## config.mk

```make
export PLATFORM = sky130hd
export DESIGN_NAME = accum_sequencer
export DESIGN_NICKNAME = d
export VERILOG_FILES = /design/src/rtl/accum_pkg.sv /design/src/rtl/accum_sequencer.sv
export SDC_FILE = /design/constraint.sdc
export NUM_CORES = 1
export LEC_CHECK = 0
export ABC_AREA = 0
export CAP_MARGIN = 0
export CORE_AREA = 2 2 69 119
export CTS_CLUSTER_DIAMETER = 200
export DETAILED_ROUTE_END_ITERATION = 8
export DIE_AREA = 0 0 71 121
export GPL_TIMING_DRIVEN = 0
export PLACE_DENSITY = 0.9
export REMOVE_ABC_BUFFERS = 1
export SLEW_MARGIN = 20
export SYNTH_ARGS = -nofsm -noshare
export SYNTH_HDL_FRONTEND = slang
export SYNTH_SLANG_ARGS = --single-unit
```

## constraint.sdc

```tcl
create_clock -name clk -period 3.2 [get_ports clk]
set_clock_uncertainty 0.05 [all_clocks]
set_input_delay 0.8 -clock clk [delete_from_list [all_inputs] [get_ports clk]]
set_output_delay 0.8 -clock clk [all_outputs]
set_load 0.01 [all_outputs]
```

## src/rtl/accum_pkg.sv

```systemverilog
// Shared types and helpers for the accumulation sequencer.
// Holds the FSM state encoding and the saturation limit functions.
package accum_pkg;

    typedef enum logic [2:0] {
        IDLE,
        LOAD,
        ADD,
        CHECK,
        DONE
    } state_t;

    // Limits are returned 64 bits wide; callers keep the low n bits.
    function automatic logic [63:0] sat_max(input int n);
        return (64'd1 << (n - 1)) - 64'd1;
    endfunction

    function automatic logic [63:0] sat_min(input int n);
        return 64'd1 << (n - 1);
    endfunction

endpackage

```

## src/rtl/accum_sequencer.sv

```systemverilog
// Drives a sibling registered adder to accumulate LEN signed operands with
// saturation, then offers the final sum on a valid/ready output.
module accum_sequencer
    import accum_pkg::*;
#(
    parameter int N = 32,
    parameter int LEN = 8,
    localparam int CNT_W = $clog2(LEN + 1)
) (
    input  logic         clk,
    input  logic         rst,
    input  logic         start,
    output logic         busy,
    input  logic         in_valid,
    output logic         in_ready,
    input  logic [N-1:0] in_data,
    output logic [N-1:0] add_a,
    output logic [N-1:0] add_b,
    output logic         add_refresh,
    input  logic [N-1:0] add_result,
    input  logic         add_overflow,
    output logic         out_valid,
    input  logic         out_ready,
    output logic [N-1:0] out_data,
    output logic         out_sat
);

    localparam logic [63:0] MAX_W64 = sat_max(N);
    localparam logic [63:0] MIN_W64 = sat_min(N);
    localparam logic [N-1:0] SAT_MAX = MAX_W64[N-1:0];
    localparam logic [N-1:0] SAT_MIN = MIN_W64[N-1:0];
    localparam logic [CNT_W-1:0] LAST = CNT_W'(LEN - 1);

    state_t state, state_next;
    logic [N-1:0] acc;
    logic [N-1:0] opnd;
    logic [CNT_W-1:0] cnt;
    logic sat;

    always_ff @(posedge clk) begin
        if (rst) state <= IDLE;
        else     state <= state_next;
    end

    always_comb begin
        state_next = state;
        case (state)
            IDLE:    if (start) state_next = LOAD;
            LOAD:    if (in_valid) state_next = ADD;
            ADD:     state_next = CHECK;
            CHECK:   state_next = (cnt == LAST) ? DONE : LOAD;
            DONE:    if (out_ready) state_next = IDLE;
            default: state_next = IDLE;
        endcase
    end

    // Adder inputs stay on acc/opnd through CHECK, so its registered result is still valid there.
    always_ff @(posedge clk) begin
        if (rst) begin
            acc  <= '0;
            opnd <= '0;
            cnt  <= '0;
            sat  <= 1'b0;
        end else begin
            case (state)
                IDLE: begin
                    if (start) begin
                        acc <= '0;
                        cnt <= '0;
                        sat <= 1'b0;
                    end
                end
                LOAD: begin
                    if (in_valid) opnd <= in_data;
                end
                CHECK: begin
                    if (add_overflow) begin
                        acc <= acc[N-1] ? SAT_MIN : SAT_MAX;
                        sat <= 1'b1;
                    end else begin
                        acc <= add_result;
                    end
                    cnt <= cnt + CNT_W'(1);
                end
                default: ;
            endcase
        end
    end

    assign busy        = (state != IDLE);
    assign in_ready    = (state == LOAD);
    assign add_refresh = (state == ADD);
    assign out_valid   = (state == DONE);
    assign add_a       = acc;
    assign add_b       = opnd;
    assign out_data    = acc;
    assign out_sat     = sat;

endmodule

```

==> metrics.md <==
| Metric | Value |
|---|---|
| Ys async rst share | `0%` |
| Worst EP required | `2.35 ns` |
| Final hold vios | `0` |
| CTS tree | `yes` |
| DR vias | `2962` |
| # IOs | `171` |
| Post-route DRC | `0` |
| Final GP Congestion | `0.769` |
| Initial antenna violation count | `0` |
| Type of the worst setup path | `reg -> out` |
| Setup crit start kind | `flip-flop` |
| Placed cell count | `572` |
| Post-Route Utilization | `63.6%` |
| Synth top area share | `46.3%` |
| Final setup fails | `0` |
| Share of cells above drive strength 1 | `7.04%` |
| Final Max Slew Viols | `0` |
| Die span in x | `71 um` |
| Seq/Total Area, Yosys | `46.3%` |
| R2R Path Start | `state[1]$_SDFFE_PP0P_` |
| DR WL/cell | `14.6 um` |
| CTS Sinks | `72` |
| DR vias/cell | `5.06` |
| Post-CTS Hold Buffers | `0` |
| Cells after Synth | `376` |
| Final Cycle Share | `85.1%` |
| Die Y | `121 um` |
| Yosys warns | `0` |
| Synth area leaders | `dfxtp_1 (46%), nand2_1 (12%), buf_4 (8.2%)` |
| R2r setup slk | `0.93 ns` |
| IO Port Bufs | `170` |
| Initial DRC count | `123` |
| Main synth FF type | `dfxtp_1` |
| Yosys cell types | `33` |
| First-pass GRT wire length | `13.4 mm` |
| Row cnt | `42` |
| H-tree Lvls | `3` |
| Largest net degree at the start of global routing | `74` |
| Area of the multi-input gates | `1290 um^2` |
| Commonest non-fill, non-tap cell in the layout | `clkdlybuf4s50_1` |
| Starting density of the core | `40.8%` |
| Crit path DAT | `1.87 ns` |
| HPWL Detailed | `6.19 mm` |
| Tot GR Track Use | `19.4%` |
| Antenna cells | `0` |
| Hold_sp | `add_b[4]$_SDFFE_PP0P_` |
| Final Critical Period | `2.72 ns` |
| Min-Delay Path Depth | `2` |
| Reg area | `1440 um^2` |
| Routed metal-1 wire length | `3.15 mm` |
| Hold Path End | `add_b[4]$_SDFFE_PP0P_` |
| Post-layout instance area | `4850 um^2` |
| Mapped cell area | `3110 um^2` |
| Num CTS Buffers | `9` |
| Largest area contributor in the netlist | `dfxtp_1` |
| Layout Cells excl Fill | `585` |
| Most frequent cells in the layout | `clkdlybuf4s50_1 (169), nand2_1 (97), dfxtp_1 (72)` |
| Total grt overflow | `0` |
| Area after DPL | `4590 um^2` |
| Clk slew on worst S/H paths | `0.05 ns` |
| WHS | `0.403 ns` |
| Routed Wire Length | `8.53 mm` |
| Post-synth EDFFs | `0` |
| Worst VDD drop | `0.239 mV` |
| Vias in the first global route | `2814` |
| Synth Area per Inst | `8.28 um^2` |
| Area added between synthesis and finish | `55.8%` |
| Core area | `7620 um^2` |
| First-pass DRT Iterations | `4` |
| Clock latency on the worst-skew pair | `0.32 ns` |
| DIE AREA | `8590 um^2` |
| Met3 WL post-DR | `613 um` |
| Layout Nets | `566` |
| CP max FO | `15` |
| RSZ-0062 raised after global routing | `no` |
| Post-CTS Resized | `0` |
| # Post-CTS Setup Buffers | `0` |
| Post-route ant nets | `0` |
| Fill cells | `643` |
| Crit. End Element | `primary output` |
| Slew headroom | `42.9%` |
| Reg2reg end | `add_a[15]$_SDFFE_PP0P_` |
| Worst Tran Pin Value | `0.857 ns` |
| Reg2reg path depth | `4` |
| Power Density | `440 nW/um^2` |
| Met2 WL | `4.68 mm` |
| Clock Path Buffers | `2` |
| Hold Crit Class | `reg -> reg` |
| Clock Tree Root | `clkbuf_16` |
| Lkg Pwr | `1.65 nW` |
| DR top layer | `met4` |
| Outcome | `finished clean` |
| Max frequency | `367 MHz` |
| Max-cap viol count | `0` |
| Flops & latches, synth | `72` |
[cells in the mapped netlist, types with 2 or more instances]
library cell,count
nor3b_1,4
clkbuf_1,20
or3b_2,2
nand3_2,10
buf_6,3
a21oi_1,39
buf_2,10
nand2b_1,4
nor3_1,2
nand2_1,97
nor4bb_1,2
buf_4,34
a31oi_1,31
nand3_1,23
dfxtp_1,72
nand3b_1,3
o21ai_0,2
nor2_1,3
[sequential cells by signal (all words and copies together), names as in the netlist]
name	count
state	3
add_a	32
cnt	4
out_sat	1
add_b	32
[report_power, final]
part           leakage [nW]  switching [mW]  total (mW)  internal [mW]
clock network         0.130           0.326       0.878          0.552
logic                 0.934           0.122       0.299          0.176
registers             0.583          0.0278       0.956          0.928
total                  1.65           0.477        2.13           1.66
[worst max-delay path, stage by stage, from the launching register on]
cell and delay (ns):
dfxtp_1 0.67, nor3b_1 0.31, clkdlybuf4s50_1 0.58
[cell type report]
type	count	share of cell area, %
repair buffers	175	36.0
flip-flops and latches	72	29.7
multi-input cells	236	26.6
well taps	88	2.27
clock buffers	12	5.29
inverters	1	0.0774
clock inverters	1	0.103
[worst max path at each step]
| stage | from | to | slack [ns] |
|---|---|---|---|
| after floorplan | add_overflow | add_a[30]$_SDFFE_PP0P_ | -0.37 |
| after global placement | add_overflow | add_a[11]$_SDFFE_PP0P_ | -2.28 |
| after detailed placement | start | add_a[24]$_SDFFE_PP0P_ | 0.24 |
| after CTS | state[2]$_SDFFE_PP0P_ | out_valid | 0.45 |
| after global routing | state[2]$_SDFFE_PP0P_ | out_valid | 0.39 |
| final | state[2]$_SDFFE_PP0P_ | out_valid | 0.48 |
[through the flow]
stage / total power, mW / setup TNS (ns) / setup slack (ns)
after floorplan: 1.07 / -21.56 / -0.368
after global placement: 1.26 / -138.62 / -2.28
after detailed placement: 1.27 / 0 / 0.241
after CTS: 2.16 / 0 / 0.453
after global routing: 2.22 / 0 / 0.386
final: 2.13 / 0 / 0.478
[cells by family after synthesis]
logic type	after synthesis	share of synthesized area, %
compound gates	75	13.7
buf+inv	68	13.4
fa+ha+maj	1	0.402
mux	1	0.322
flops	72	46.3
simple gates	159	25.9
[routing by layer]
layer  GRT usage, %  vias to the layer above
li1               -                     1480
met1           20.1                     1354
met2           36.4                      120
met3           5.40                        8
met4           7.08                        0
met5              0                        -
(Power assumes the default switching activity.)
==> variant (config.mk and constraints unchanged) <==
Re-encode `state_t` (5 states) as one-hot, 5 bits wide.
--- a/src/rtl/accum_pkg.sv
+++ b/src/rtl/accum_pkg.sv
@@ -3,10 +3,10 @@
 package accum_pkg;
 
-    typedef enum logic [2:0] {
-        IDLE,
-        LOAD,
-        ADD,
-        CHECK,
-        DONE
+    typedef enum logic [4:0] {
+        IDLE  = 5'b00001,
+        LOAD  = 5'b00010,
+        ADD   = 5'b00100,
+        CHECK = 5'b01000,
+        DONE  = 5'b10000
     } state_t;
 
Formal check against the unedited RTL: no difference found for any inputs over 10 cycles, from zero or initial values and one cycle with rst high; not proved beyond that.
==> variant against the unedited design <==
Synthesized cell count grew 14%. Sequential power grew 2%. Hold slack gained 0.0049 ns. Sequential cell count grew 2. Core utilization grew 6.3 points. Worst setup slack lost 0.17 ns. Routed wire length grew 15%. Design area grew 9.9%. Combinational power grew 5%. Area after synthesis grew 17%. Total power grew 2.3%. Die area is the same. Sequential share of layout area shrank 1.9 points. Critical endpoint is now in_ready. Largest power group unchanged.
==> variant: results (changes against the unedited design) <==
Int Pwr 0.001642 W (-0.84%); Synth Area in Adders 0.3440% (-0.058 points); slowest CP cell clkdlybuf4s50_1; vias in the first global route 3333 (+18%); min-delay src add_b[10]; Setup crit end in_ready; DR vias 3530 (+19%); Power Sequential 0.000971 W (+2%); Post-layout nets 613 (+8.3%); max incr delay on CP 0.57 ns (-0.10 ns); switching share of power 24.73% (+2.4 points); worst-margin pin slew 0.8634 ns (+0.006566 ns); hold worst-path end add_b[10]; # fillers 594 (-7.6%); top cells by count, synth nand2_1 (98), dfxtp_1 (74), o211ai_1 (36); CP top delay family simple AND/OR/NAND/NOR gates; peak supply drop 0.3603 mV (+51%); Lkg Pwr 1.747 nW (+6.1%); met3 usage 5.482% (+0.083 points); DRT iter0 DRCs 257 (+110%); post-placement cell area 5061 µm² (+10%); Setup crit start state[4]; M1 WL 3567 µm (+13%); flop2flop setup slack 1.07 ns (+0.14 ns); status finished clean; worst hold slack 0.4082 ns (+0.004860 ns); DPL Wire Length 7012 µm (+13%); met2 Track Usage GR 41.82% (+5.4 points); worst reg-to-reg path cell count 3 (-1); drt via density 5.559 (+9.8%); number of placed instances, taps included 619 (+8.2%); start of the worst register-to-register path state[0]; XOR/XNOR Fraction of Synth Area 0.2408% (+0.24 points); fraction of layout cells with a size suffix above 1 5.484% (-1.6 points); mean routed wirelength per cell 15.48 µm (+6.2%)
==> variant: changes by cell type after synthesis, moves of 5 or more <==
cell      change
o211ai_1     +36
mux2i_1      +34
nand3_2      -10
a211oi_1      +5
a21oi_1      -34
nand3_1      +10
==> variant: logic make-up (layout without fill, tap and decap cells) <==
| kind of cell | after synthesis | count (layout) |
|---|---|---|
| xor+xnor | 1 | 1 |
| buf+inv | 78 | 196 |
| flops | 74 | 74 |
| fa+ha+maj | 1 | 1 |
| mux | 35 | 35 |
| compound gates | 85 | 85 |
| simple gates | 155 | 155 |
==> variant: final cells by class <==
type                            count  area, µm²  share of cell area (%)
Clock buffer                       13      250.2                   4.697
Clock inverter                      3      15.01                  0.2818
Inverter                            6      23.77                  0.4462
Multi-Input combinational cell    277       1682                   31.56
Sequential cell                    74       1481                   27.81
Tap cell                           88      110.1                   2.067
Timing Repair Buffer              174       1765                   33.14
==> variant: tightest hold or removal path: stages (launching register included) <==
cell     delay [ns]
dfxtp_1        0.31
nand2_1        0.05
mux2i_1        0.05
